--- src/rtl/spi_slave_rx_mode3.sv ---
// SPI mode-3 (CPOL=1, CPHA=1) slave receiver, MSB first.
// Pins are oversampled by In_clk; bytes leave as 1-cycle strobes.
module spi_slave_rx_mode3 #(
  parameter int DATA_W      = 8,
  parameter int SYNC_STAGES = 2
) (
  input  logic              In_clk,
  input  logic              In_rst_n,
  input  logic              In_spi_cs_n,
  input  logic              In_spi_sclk,
  input  logic              In_spi_mosi,
  output logic [DATA_W-1:0] Out_rx_data,
  output logic              Out_rx_valid,
  output logic              Out_rx_busy,
  output logic              Out_rx_err
);

  localparam int CW = $clog2(DATA_W) + 1;
  localparam logic [CW-1:0] LAST = CW'(DATA_W - 1);

  typedef enum logic {
    S_IDLE,
    S_RECV
  } state_t;

  state_t r_state;

  logic [SYNC_STAGES-1:0] r_cs_sync;
  logic [SYNC_STAGES-1:0] r_sclk_sync;
  logic [SYNC_STAGES-1:0] r_mosi_sync;
  logic                   r_sclk_prev;

  logic [DATA_W-2:0] r_shift;
  logic [CW-1:0]     r_bit_cnt;
  logic [DATA_W-1:0] r_rx_data;
  logic              r_rx_valid;
  logic              r_rx_busy;
  logic              r_rx_err;

  logic              w_sync_cs_n;
  logic              w_sync_sclk;
  logic              w_sync_mosi;
  logic              w_sclk_rise;
  logic              w_accept;
  logic [DATA_W-1:0] w_next;

  assign w_sync_cs_n = r_cs_sync[SYNC_STAGES-1];
  assign w_sync_sclk = r_sclk_sync[SYNC_STAGES-1];
  assign w_sync_mosi = r_mosi_sync[SYNC_STAGES-1];
  assign w_sclk_rise = w_sync_sclk & ~r_sclk_prev;
  assign w_accept    = w_sclk_rise & ~w_sync_cs_n;
  assign w_next      = {r_shift, w_sync_mosi};

  always_ff @(posedge In_clk or negedge In_rst_n) begin
    if (!In_rst_n) begin
      r_cs_sync   <= {SYNC_STAGES{1'b1}};
      r_sclk_sync <= {SYNC_STAGES{1'b1}};
      r_mosi_sync <= '0;
      r_sclk_prev <= 1'b1;
      r_state     <= S_IDLE;
      r_shift     <= '0;
      r_bit_cnt   <= '0;
      r_rx_data   <= '0;
      r_rx_valid  <= 1'b0;
      r_rx_busy   <= 1'b0;
      r_rx_err    <= 1'b0;
    end else begin
      r_cs_sync   <= {r_cs_sync[SYNC_STAGES-2:0], In_spi_cs_n};
      r_sclk_sync <= {r_sclk_sync[SYNC_STAGES-2:0], In_spi_sclk};
      r_mosi_sync <= {r_mosi_sync[SYNC_STAGES-2:0], In_spi_mosi};
      r_sclk_prev <= w_sync_sclk;
      r_rx_valid  <= 1'b0;
      r_rx_err    <= 1'b0;
      r_rx_busy   <= ~w_sync_cs_n;

      // Edges are qualified by CS_N in the same cycle, in any state.
      if (w_accept) begin
        r_shift <= w_next[DATA_W-2:0];
        if (r_bit_cnt == LAST) begin
          r_rx_data  <= w_next;
          r_rx_valid <= 1'b1;
          r_bit_cnt  <= '0;
        end else begin
          r_bit_cnt <= r_bit_cnt + CW'(1);
        end
      end else if (w_sync_cs_n) begin
        r_bit_cnt <= '0;
      end

      unique case (r_state)
        S_IDLE: begin
          if (!w_sync_cs_n) r_state <= S_RECV;
        end
        S_RECV: begin
          if (w_sync_cs_n) begin
            r_state <= S_IDLE;
            if (r_bit_cnt != '0) r_rx_err <= 1'b1;
          end
        end
        default: r_state <= S_IDLE;
      endcase
    end
  end

  assign Out_rx_data  = r_rx_data;
  assign Out_rx_valid = r_rx_valid;
  assign Out_rx_busy  = r_rx_busy;
  assign Out_rx_err   = r_rx_err;

endmodule

--- config.mk ---
export PLATFORM = sky130hd
export DESIGN_NAME = spi_slave_rx_mode3
export DESIGN_NICKNAME = d
export VERILOG_FILES = /design/src/rtl/spi_slave_rx_mode3.sv
export SDC_FILE = /design/constraint.sdc
export NUM_CORES = 1
export LEC_CHECK = 0
export ABC_AREA = 1
export CAP_MARGIN = 20
export CORE_AREA = 5 5 53 55
export CTS_CLUSTER_SIZE = 10
export DETAILED_ROUTE_END_ITERATION = 16
export DIE_AREA = 0 0 58 60
export PLACE_DENSITY = 0.74
export SETUP_SLACK_MARGIN = 0.15
export SLEW_MARGIN = 0
export SYNTH_ARGS = -nofsm -noshare
export SYNTH_HDL_FRONTEND = slang
export SYNTH_SLANG_ARGS = --single-unit
--- constraint.sdc ---
create_clock -name In_clk -period 1.29 [get_ports In_clk]
set_input_delay 0.129 -clock In_clk [delete_from_list [all_inputs] [get_ports In_clk]]
set_output_delay 0.129 -clock In_clk [all_outputs]
set_load 0.005 [all_outputs]
=== Word-level counts from Yosys, hierarchy flattened ===
Index checks and enable logic that the tools add are counted.

* Equal/unequal tests: 1
* Bitwise gates (word level): 4
* Reduce and logical (&&, ||, !) cells: 3
* Muxes and demuxes: 9
* Add/subtract/negate cells: 1

{| class="wikitable"
|+ Operator list
! cell !! number
|-
| 4-bit two-way mux || 3
|-
| 1-bit two-way mux || 6
|-
| 4-bit by 1-bit adder with 4-bit output, second input constant || 1
|-
| 4-bit by 3-bit == test with 1-bit output, second input constant || 1
|-
| 4-bit nonzero test || 1
|-
| 1-bit AND || 2
|-
| 1-bit inverter || 2
|-
| 2-bit AND reduction || 1
|-
| 2-bit nonzero test || 1
|}

* Register bits: 30
* Word-level logic and storage cells: 29
* Input bits: 5

=== Logic depth before layout (Yosys ltp) ===
Gate-level depths: netlist of run 1.

* Word-level depth: 4
* Depth in mapped cells: 6

=== Worst setup path after synthesis of run 1 ===
OpenSTA, ideal clock, no wires.

* Path type: register to register
* Start point: register r_bit_cnt[0]
* End point: register r_bit_cnt[2]
* Required time: 1164 ps
* Cell stages (with the launch flop): 5
* Slack: 109 ps
* Arrival: 1055 ps
* Setup time: 126 ps
* Cell sequence: dfrtp_1 ha_1 or2_2 nand3_1 o21ai_0

* Word-level cells in the longest chain between the ends: 3

{| class="wikitable"
|+ RTL lines
! what !! line !! text
|-
| from (decl) || 34 || <nowiki>logic [CW-1:0] r_bit_cnt;</nowiki>
|-
| from (signal assigned) || 84 || <nowiki>r_bit_cnt <= r_bit_cnt + CW'(1);</nowiki>
|-
| 4-bit by 1-bit adder with 4-bit output or 4-bit by 3-bit == test with 1-bit output (tied branches) || 84, 79 ||
|-
| 4-bit two-way mux (*) || 79 || <nowiki>if (r_bit_cnt == LAST) begin</nowiki>
|-
| 4-bit two-way mux (*) || 77 || <nowiki>if (w_accept) begin</nowiki>
|}

Every way passes the cells marked *; elsewhere a longest branch is shown, timed or not.
A chain may end at the register's enable or synchronous reset.

=== Final worst setup path of run 1 ===
* Start point: register r_sclk_sync[1]
* End point: register r_rx_data[1] (netlist: Out_rx_data[1])

* Word-level cells in the longest chain between the ends: 3

{| class="wikitable"
|+ RTL lines
! what !! line !! text
|-
| from (decl) || 29 || <nowiki>logic [SYNC_STAGES-1:0] r_sclk_sync;</nowiki>
|-
| from (signal assigned) || 57 || <nowiki>r_sclk_sync <= {SYNC_STAGES{1'b1}};</nowiki>
|-
| from (signal assigned) || 69 || <nowiki>r_sclk_sync <= {r_sclk_sync[SYNC_STAGES-2:0], In_spi_sclk};</nowiki>
|-
| 1-bit AND || 50 || <nowiki>assign w_sclk_rise = w_sync_sclk & ~r_sclk_prev;</nowiki>
|-
| 1-bit AND || 51 || <nowiki>assign w_accept = w_sclk_rise & ~w_sync_cs_n;</nowiki>
|-
| 2-bit AND reduction (no source line) || -- ||
|-
| to (signal assigned) || 80 || <nowiki>r_rx_data <= w_next;</nowiki>
|-
| to (decl) || 35 || <nowiki>logic [DATA_W-1:0] r_rx_data;</nowiki>
|}

No other way between the ends.

==> impl_results.md, run 1 <==
- Antenna cells: 0
- First-pass GRT wire length: 3.746 mm
- Unrepaired setup endpoints after global routing: yes
- Tcrit/Tclk final: 0.8848
- Nets@finish: 148
- Routed vias/inst: 5.006
- Drt first pass iters: 4
- Syn_nets: 113
- Max Slew Vio Count: 0
- Register area share after synthesis: 0.6544
- Syn Area/Cell: 10.55 µm²
- Worst min path class: primary input to asynchronous set/reset pin
- Status: complete, no violations
- Filler cell count: 195
- R2r endpoint: Out_rx_data[1]$_DFFE_PN0P_
- Switch Pwr: 0.0004299 W
- Maximum clock rate: 0.8761 GHz
- Critical path's top delay family: flip-flops
- CP max-delay cell: dfstp_2
- TritonCTS clock tree: yes
- Most common cell after layout, fill and taps aside: nand2_1
- Total wire length: 2.285 mm
- Number of global-route vias before repair: 832
- Uppermost routed layer: met4
- Clk root buf: clkbuf_4
- Starting density of the core: 0.4776
- Num ports: 16
- Worst r2r path cells: 3
- CP max FO: 9
- H-tree depth: 2
- Minimum clock period: 1141 ps
- Int Power: 0.001248 W
- Max Cap Viol: 0
- End-of-flow core utilization: 0.6421
- Commonest non-fill, non-tap cells in the layout: nand2_1 (36), dfrtp_1 (24), o21ai_0 (9), buf_4 (9), dlygate4sd2_1 (8)
- Max-slew headroom: 0.8046
- Rows: 18
- Synthesized area: 1119 µm²
- CTS max path bufs: 2
- Crit. Startpoint: r_sclk_sync[1]$_DFF_PN1_
- Kind of critical path: flop to flop
- Total negative slack: 0 ps
- Die Y: 60 µm
- Routed length per instance: 13.28 µm
- Final setup viols: 0
- Detail Route Antenna Nets: 0
- DRC Markers: 0
- Reg-to-reg slack, setup: 150 ps
- Met1 wire length: 909 µm
- Via count: 861
- Critical Path Max Stage Delay: 610 ps
- Die Span X: 58 µm
- Initial DRC count: 20
- Routability congestion estimate: 0.7385
- Reg2reg start: r_sclk_sync[1]$_DFF_PN1_
- Critical Path Source Type: flop
- Worst Path Arrival: 1360 ps
- Die area: 3480 µm²
- Syn-to-layout area delta: 34.45%
- Worst Path Required: 1510 ps
- Fin. Hold Viols: 0
- Buffers on Ports: 15
- VDD IR max: 0.8103 mV
- CP Cell Sequence: nand3_2 > o21ai_0 > nand2_1
- Post-DP HPWL: 1.330 mm
- Cts bufs inserted: 5
- Worst skew pair latency: 330 ps
- Grt total ovfl: 0
- Crit. End Element: flop
- Clk pwr share: 0.304
- Switching portion of total power: 0.2562
- Largest net degree at the start of global routing: 30
- Combinational share of power: 0.082
- Met3 routed WL: 95 µm
- Post-synthesis register bit count: 29
- Clk slew on worst S/H paths: 90 ps
- Clk sinks: 29
- Met2 Wirelength: 1.227 mm
- Synth warn: 0
- Buf/Inv on CP: 0
- Sequential Power Share: 0.614
- Post-Synthesis Cells: 106
- Tot GR Track Use: 0.1518
- P per Cell Area: 1115 nW/µm²
- Distinct cells, synth: 15
- Share of layout cells above drive strength 1: 0.2958
- Lkg Pwr: 0.7848 nW
- Hold_ws: 151.0 ps
- Worst-Margin Slew: 293.1 ps
- Initial antenna violation count: 0
- Clock Skews: 12.76 ps
- Core footprint: 2342 µm²
stage by stage:
stage                     instance area, µm²  cells  power (W)  setup slack (ps)
after floorplan                         1121    106   0.001095             149.9
after global placement                  1318    151   0.001152             115.5
after detailed placement                1318    151   0.001158             81.04
after CTS                               1445    168   0.001683             137.0
after global routing                    1504    172   0.001761             78.23
final                                   1504    172   0.001678             148.6
worst max-delay path by stage:
stage | end | slack, ps | cells after the start
floorplan | r_bit_cnt[2]$_DFFE_PN0P_ | 150 | 4
CTS | Out_rx_data[2]$_DFFE_PN0P_ | 140 | 3
detailed placement | r_bit_cnt[2]$_DFFE_PN0P_ | 80 | 4
finish | Out_rx_data[1]$_DFFE_PN0P_ | 150 | 3
global placement | r_bit_cnt[2]$_DFFE_PN0P_ | 120 | 4
global route | r_bit_cnt[0]$_DFFE_PN0P_ | 80 | 6
power by group through the flow:
stage	Sequential [W]	Combinational, W	Clock (W)
2_1_floorplan	0.00103	0.0000649	0
3_3_place_gp	0.00104	0.000115	0
3_5_place_dp	0.00104	0.000118	0
4_1_cts	0.00102	0.000136	0.000524
5_1_grt	0.00104	0.000157	0.000565
6_report	0.00103	0.000137	0.000510
synth_stat cells:
cell,instances,share of area
nand3_1,4,0.018
nor2_8,1,0.018
nand2_1,41,0.14
buf_6,1,0.010
inv_2,2,0.0067
ha_1,2,0.022
nand4_1,1,0.0056
nand3_4,2,0.031
nor2_1,2,0.0067
o21ai_0,13,0.058
a31oi_1,1,0.0056
dfstp_2,5,0.12
dfrtp_1,24,0.54
inv_1,6,0.020
or2_2,1,0.0056
registers in the layout (all words and copies together), names as in the netlist, 2 cells and up:
name and flops:
r_mosi_sync 2, r_bit_cnt 4, r_cs_sync 2, r_sclk_sync 2, r_shift 7, Out_rx_data 8
routing by layer:
| layer | GRT usage | vias up |
|---|---|---|
| met5 | 0 | - |
| li1 | - | 420 |
| met3 | 0.05832 | 6 |
| met2 | 0.2694 | 14 |
| met1 | 0.1502 | 421 |
| met4 | 0.08940 | 0 |
cell families after synthesis:
| family | count (synthesis) | share of synthesized area |
|---|---|---|
| AOI/OAI and AO/OA | 14 | 0.06376 |
| adders and majority gates | 2 | 0.02237 |
| buffers and inverters | 9 | 0.03691 |
| DFF | 29 | 0.6544 |
| and+or+nand+nor | 52 | 0.2226 |
repair_timing:
item / 4_1_cts / 5_1_grt
hold buffers: 0 / 0
buffers inserted: 6 / 3
endpoints found under the setup margin: 29 / 18
gates cloned: 3 / 1
pin swaps: 3 / 3
resized for setup: 17 / 14
final cells by class:
type / count / area, µm² / area share
clock buffer: 7 / 45.04 / 0.02995
clock inverter: 1 / 5.005 / 0.003328
inverter: 8 / 32.53 / 0.02163
multi-input combinational: 72 / 424.2 / 0.2820
sequential: 29 / 732.0 / 0.4867
tap: 30 / 37.54 / 0.02496
timing repair buffer: 25 / 227.7 / 0.1514
worst register-to-register path: stages (launching register included):
cell,delay (ps)
dfstp_2,610
nand3_2,180
o21ai_0,190
nand2_1,70
Power figures use the tool's default switching activity.
==> inputs of run 2 (changes only) <==
Settings changed: CTS_CLUSTER_SIZE 10 to 25.
Clock period 1.29 ns to 1.1 ns, I/O delays scaled along.
==> run 2 against run 1 <==
Against the previous run:
- total power grew 27%
- fmax shrank 6.4%
- sequential power grew 17%
- hold slack lost 24 ps
- count of clock-buffer cells in the layout is the same
- sequential share of layout area shrank 1.0 points
- the flow now finishes with violations (setup timing)
- cell area grew 2.2%
==> impl_results.md, run 2 (synthesis results as in run 1) <==
- Status: finished, violations left
- Failing checks: setup timing
- Final setup viols: 19
- Worst skew pair latency: 330 ps
- Max reg flops: 8
- Cts bufs inserted: 5
- Dpl cells: 157
- Area of the multi-input gates: 459.2 µm²
- Routed length per instance: 14.72 µm
- Worst-Margin Slew: 355.8 ps
- Critical Path Source Type: flop
- Most common cell after layout, fill and taps aside: nand2_1
- Reg2reg start: r_sclk_sync[1]$_DFF_PN1_
- First-pass GRT wire length: 4.257 mm
- Max Cap Viol: 0
- Largest net degree at the start of global routing: 30
- Rows: 18
- Clk slew on worst S/H paths: 100 ps
- Routed vias/inst: 5.202
- Crit. End Element: flop
- Buffers on Ports: 15
- Drt first pass iters: 4
- Share of layout cells above drive strength 1: 0.4056
- Grt total ovfl: 0
- Worst Path Required: 1340 ps
- CP Cell Sequence: nand3_4 > nor2_4 > nand2_1 > o21ai_1
- Worst Path Arrival: 1460 ps
- Number of global-route vias before repair: 900
- Die area: 3480 µm²
- TritonCTS clock tree: yes
- Commonest non-fill, non-tap cells in the layout: nand2_1 (36), dfrtp_1 (24), buf_2 (11)
- Hold_ws: 127.2 ps
- Max Slew Vio Count: 0
- H-tree depth: 2
- Via count: 900
- Kind of critical path: flop to flop
- Post-Place Setup Slack: -97.14 ps
- Filler cell count: 184
- Maximum clock rate: 0.8203 GHz
- Tot GR Track Use: 0.1733
- Die Span X: 58 µm
- CTS max path bufs: 2
- Reg-to-reg slack, setup: -120 ps
- Final worst slack: -119.1 ps
- Post-DP HPWL: 1.366 mm
- Detail Route Antenna Nets: 0
- Tcrit/Tclk final: 1.108
- Critical Path Max Stage Delay: 650 ps
- Syn-to-layout area delta: 37.36%
- Total wire length: 2.547 mm
- Lkg Pwr: 0.7896 nW
- Initial antenna violation count: 0
- Post-route cell area: 1536 µm²
- Sequential cell area: 732.0 µm²
- Minimum clock period: 1219 ps
- Antenna cells: 0
- CP max-delay cell: dfstp_2
- R2r endpoint: r_bit_cnt[0]$_DFFE_PN0P_
- P per Cell Area: 1385 nW/µm²
- Clock Skews: 14.92 ps
- Clk sinks: 29
- Die Y: 60 µm
- Fin cells: 173
- Max-slew headroom: 0.7628
- Nets@finish: 149
- Num ports: 16
- Initial DRC count: 35
- Routability congestion estimate: 0.7478
- DRC Markers: 0
- VDD IR max: 1.106 mV
- Unrepaired setup endpoints after global routing: yes
- Area after DPL: 1365 µm²
- Clk root buf: clkbuf_4
- Starting density of the core: 0.4776
- Worst r2r path cells: 4
- Worst min path class: primary input to asynchronous set/reset pin
- Fin. Hold Viols: 0
- Core footprint: 2342 µm²
- CP max FO: 5
[run 2: area by class of cell]
class,count,share of cell area
Inverter,8,0.02606
Clock buffer,7,0.04235
Clock inverter,1,0.003257
Timing Repair Buffer,26,0.1287
Multi-Input combinational cell,72,0.2989
Sequential cell,29,0.4764
Tap cell,30,0.02443
[run 2: power breakdown]
group	internal [W]	switching (W)	total [W]	leakage [nW]
logic	0.0000781	0.000112	0.000190	0.374
registers	0.00115	0.0000622	0.00121	0.375
clock network	0.000370	0.000357	0.000727	0.0413
total	0.00160	0.000531	0.00213	0.790
[run 2: timing repair]
action / 4_1_cts / 5_1_grt
hold buffers: 0 / 0
setup buffers: 4 / 0
gates cloned: 4 / 0
resized for setup: 60 / 15
hold endpoints to repair: 0 / 0
pin swaps: 9 / 5
setup endpoints to repair: 32 / 32
[run 2: critical path, delay by kind of cell (launching register included)]
kind | cells | cell delay, ps
DFF | 1 | 650
and+or+nand+nor | 3 | 390
AOI/OAI and AO/OA | 1 | 100
[run 2: stage by stage]
step / TNS (ps) / total power (W) / util
after global placement: -556.3 / 0.001361 / 0.5828
final: -1454 / 0.002128 / 0.6560
after detailed placement: -1043 / 0.001368 / 0.5828
after floorplan: -8.920 / 0.001283 / -
after global routing: -2548 / 0.002254 / 0.6560
after CTS: -595.1 / 0.002122 / 0.6394
[run 2: worst max path at each step]
stage	startpoint	endpoint	slack (ps)	cells past startpoint
3_5_place_dp	r_sclk_sync[1]$_DFF_PN1_	Out_rx_data[2]$_DFFE_PN0P_	-100	3
4_1_cts	r_sclk_sync[1]$_DFF_PN1_	Out_rx_data[3]$_DFFE_PN0P_	-60	4
2_1_floorplan	r_sclk_sync[1]$_DFF_PN1_	Out_rx_data[5]$_DFFE_PN0P_	-3	4
3_3_place_gp	r_cs_sync[1]$_DFF_PN1_	r_bit_cnt[1]$_DFFE_PN0P_	-50	5
6_report	r_sclk_sync[1]$_DFF_PN1_	r_bit_cnt[0]$_DFFE_PN0P_	-120	4
5_1_grt	r_sclk_sync[1]$_DFF_PN1_	r_bit_cnt[2]$_DFFE_PN0P_	-170	4
[run 2: metal layers]
layer	vias up	track usage	part of all wire
li1	425	-	-
met1	421	0.1901	0.37
met2	44	0.2839	0.51
met3	10	0.07127	0.086
met4	0	0.09934	0.034
met5	-	0	0
==> inputs of run 3 (changes only) <==
Settings changed: CORE_AREA 5 5 53 55 to 2 2 53 55, DIE_AREA 0 0 58 60 to 0 0 55 57, HOLD_SLACK_MARGIN set to 0.1, PLACE_DENSITY 0.74 to 0.66.
==> run 3 against run 2 <==
Against the previous run:
- the run still ends with setup timing left
- critical path depth fell by 1
- count of clock-buffer cells in the layout stayed put
- sequential cell count unchanged
- clock power rose by 0.8%
- first-iteration DRC count shrank 57%
- sequential share of layout area up 0.24 points
- utilization is 7.0 points lower
- via count is 2.6% lower
- die area decreased by 9.9%
- register-to-register slack gained 50 ps
- routed wire length down 9.0%
- combinational power shrank 9%
- highest routed layer unchanged
==> impl_results.md, run 3 (synthesis results as in run 1) <==
- Hold_ws: 182.7 ps
- Kind of critical path: flop to flop
- VDD IR max: 0.9487 mV
- Nets@finish: 150
- Number of global-route vias before repair: 886
- Starting density of the core: 0.4278
- Post-route cell area: 1531 µm²
- Final worst slack: -70.29 ps
- Total negative slack: -544.7 ps
- Drt first pass iters: 4
- Clk root buf: clkbuf_4
- Cts bufs inserted: 5
- Antenna cells: 0
- End-of-flow core utilization: 0.5856
- Dpl cells: 159
- Clock Skews: 6.243 ps
- Worst skew pair latency: 330 ps
- Routed length per instance: 13.24 µm
- Hold_buf cts: 0
- Maximum clock rate: 0.8545 GHz
- Die Span X: 55 µm
- Grt total ovfl: 0
- H-tree depth: 2
- Max-slew headroom: 0.8192
- Worst min path class: primary input to flop
- First-pass GRT wire length: 3.974 mm
- Routability congestion estimate: 0.8002
- Clk slew on worst S/H paths: 90 ps
- Routed vias/inst: 5.011
- Max Cap Viol: 0
- P per Cell Area: 1379 nW/µm²
- Total wire length: 2.317 mm
- DRC Markers: 0
- Final setup viols: 11
- Post-DP HPWL: 1.451 mm
- Worst Path Arrival: 1390 ps
- Via count: 877
- Status: finished, violations left
- Critical Path Source Type: flop
- Initial antenna violation count: 0
- Detail Route Antenna Nets: 0
- Tot GR Track Use: 0.1838
- Num ports: 16
- Unrepaired setup endpoints after global routing: yes
- Core footprint: 2615 µm²
- Rows: 19
- Max Slew Vio Count: 0
- Share of layout cells above drive strength 1: 0.4028
- Fin cells: 175
- Die area: 3135 µm²
- Buffers on Ports: 15
- Lkg Pwr: 0.7956 nW
- Failing checks: setup timing
- Fin. Hold Viols: 0
- Area after DPL: 1361 µm²
- Max reg flops: 8
- CP max FO: 5
- Clk sinks: 29
- Worst Path Required: 1320 ps
- Most common cell after layout, fill and taps aside: nand2_1
- Initial DRC count: 15
- Worst-Margin Slew: 270.3 ps
- Minimum clock period: 1170 ps
- Largest net degree at the start of global routing: 14
- TritonCTS clock tree: yes
- Tcrit/Tclk final: 1.064
- Commonest non-fill, non-tap cells in the layout: nand2_1 (38), dfrtp_1 (23), buf_2 (11), buf_4 (11), o21ai_1 (7)
- CTS max path bufs: 2
- Syn-to-layout area delta: 36.91%
- Die Y: 57 µm
- Crit. End Element: flop
## run 3: through the flow
step / total power [W] / worst slack [ps]
floorplan: 0.001283 / -2.973
finish: 0.002112 / -70.29
detailed placement: 0.001368 / -131.2
CTS: 0.002124 / -49.98
global route: 0.002228 / -131.4
global placement: 0.001361 / -61.78
## run 3: per-layer routing
metal  vias up  GRT usage  routed length (µm)  part of all wire
met5         -          0                   0                 0
met4         0    0.08014                  55             0.024
met3         7    0.07853                 104             0.045
met2        19     0.2840                1220              0.53
met1       429     0.2208                 938              0.40
li1        422          -                   -                 -
## run 3: timing repair
item | in CTS | in global routing
buffers inserted | 3 | 1
setup endpoints to repair | 32 | 32
resized for setup | 63 | 6
cloned | 4 | 0
pin swaps | 8 | 3
## run 3: area by class of cell
type	count	area (µm²)
multi-input cells	72	465.4
clock inverters	1	5.005
clock buffers	7	65.06
inverters	8	35.03
fillers	233	1084
flip-flops and latches	29	733.2
repair buffers	27	188.9
well taps	31	38.79
## run 3: worst max-delay path: stages, from the launching register on
cell and delay [ps]:
dfstp_2 640, nand3_4 170, o21ai_0 200, nand2_1 60
## run 3: worst paths after layout
check                                               from                         end  slack [ps]  cells past startpoint
worst min-delay path                         In_spi_cs_n      r_cs_sync[0]$_DFF_PN1_         180                      1
max in group asynchronous                       In_rst_n  Out_rx_data[5]$_DFFE_PN0P_         630                      2
worst min register to register  r_mosi_sync[0]$_DFF_PN0_    r_mosi_sync[1]$_DFF_PN0_         360                      0
min in group asynchronous                       In_rst_n      r_cs_sync[1]$_DFF_PN1_         260                      1
worst max register to register  r_sclk_sync[1]$_DFF_PN1_  Out_rx_data[3]$_DFFE_PN0P_         -70                      3
worst max-delay path            r_sclk_sync[1]$_DFF_PN1_  Out_rx_data[3]$_DFFE_PN0P_         -70                      3
## run 3: where the power goes
part	leakage [nW]	switching, W	internal, W	total [W]
combinational	0.381	0.000101	0.0000709	0.000172
clock	0.0413	0.000363	0.000370	0.000733
sequential	0.373	0.0000580	0.00115	0.00121
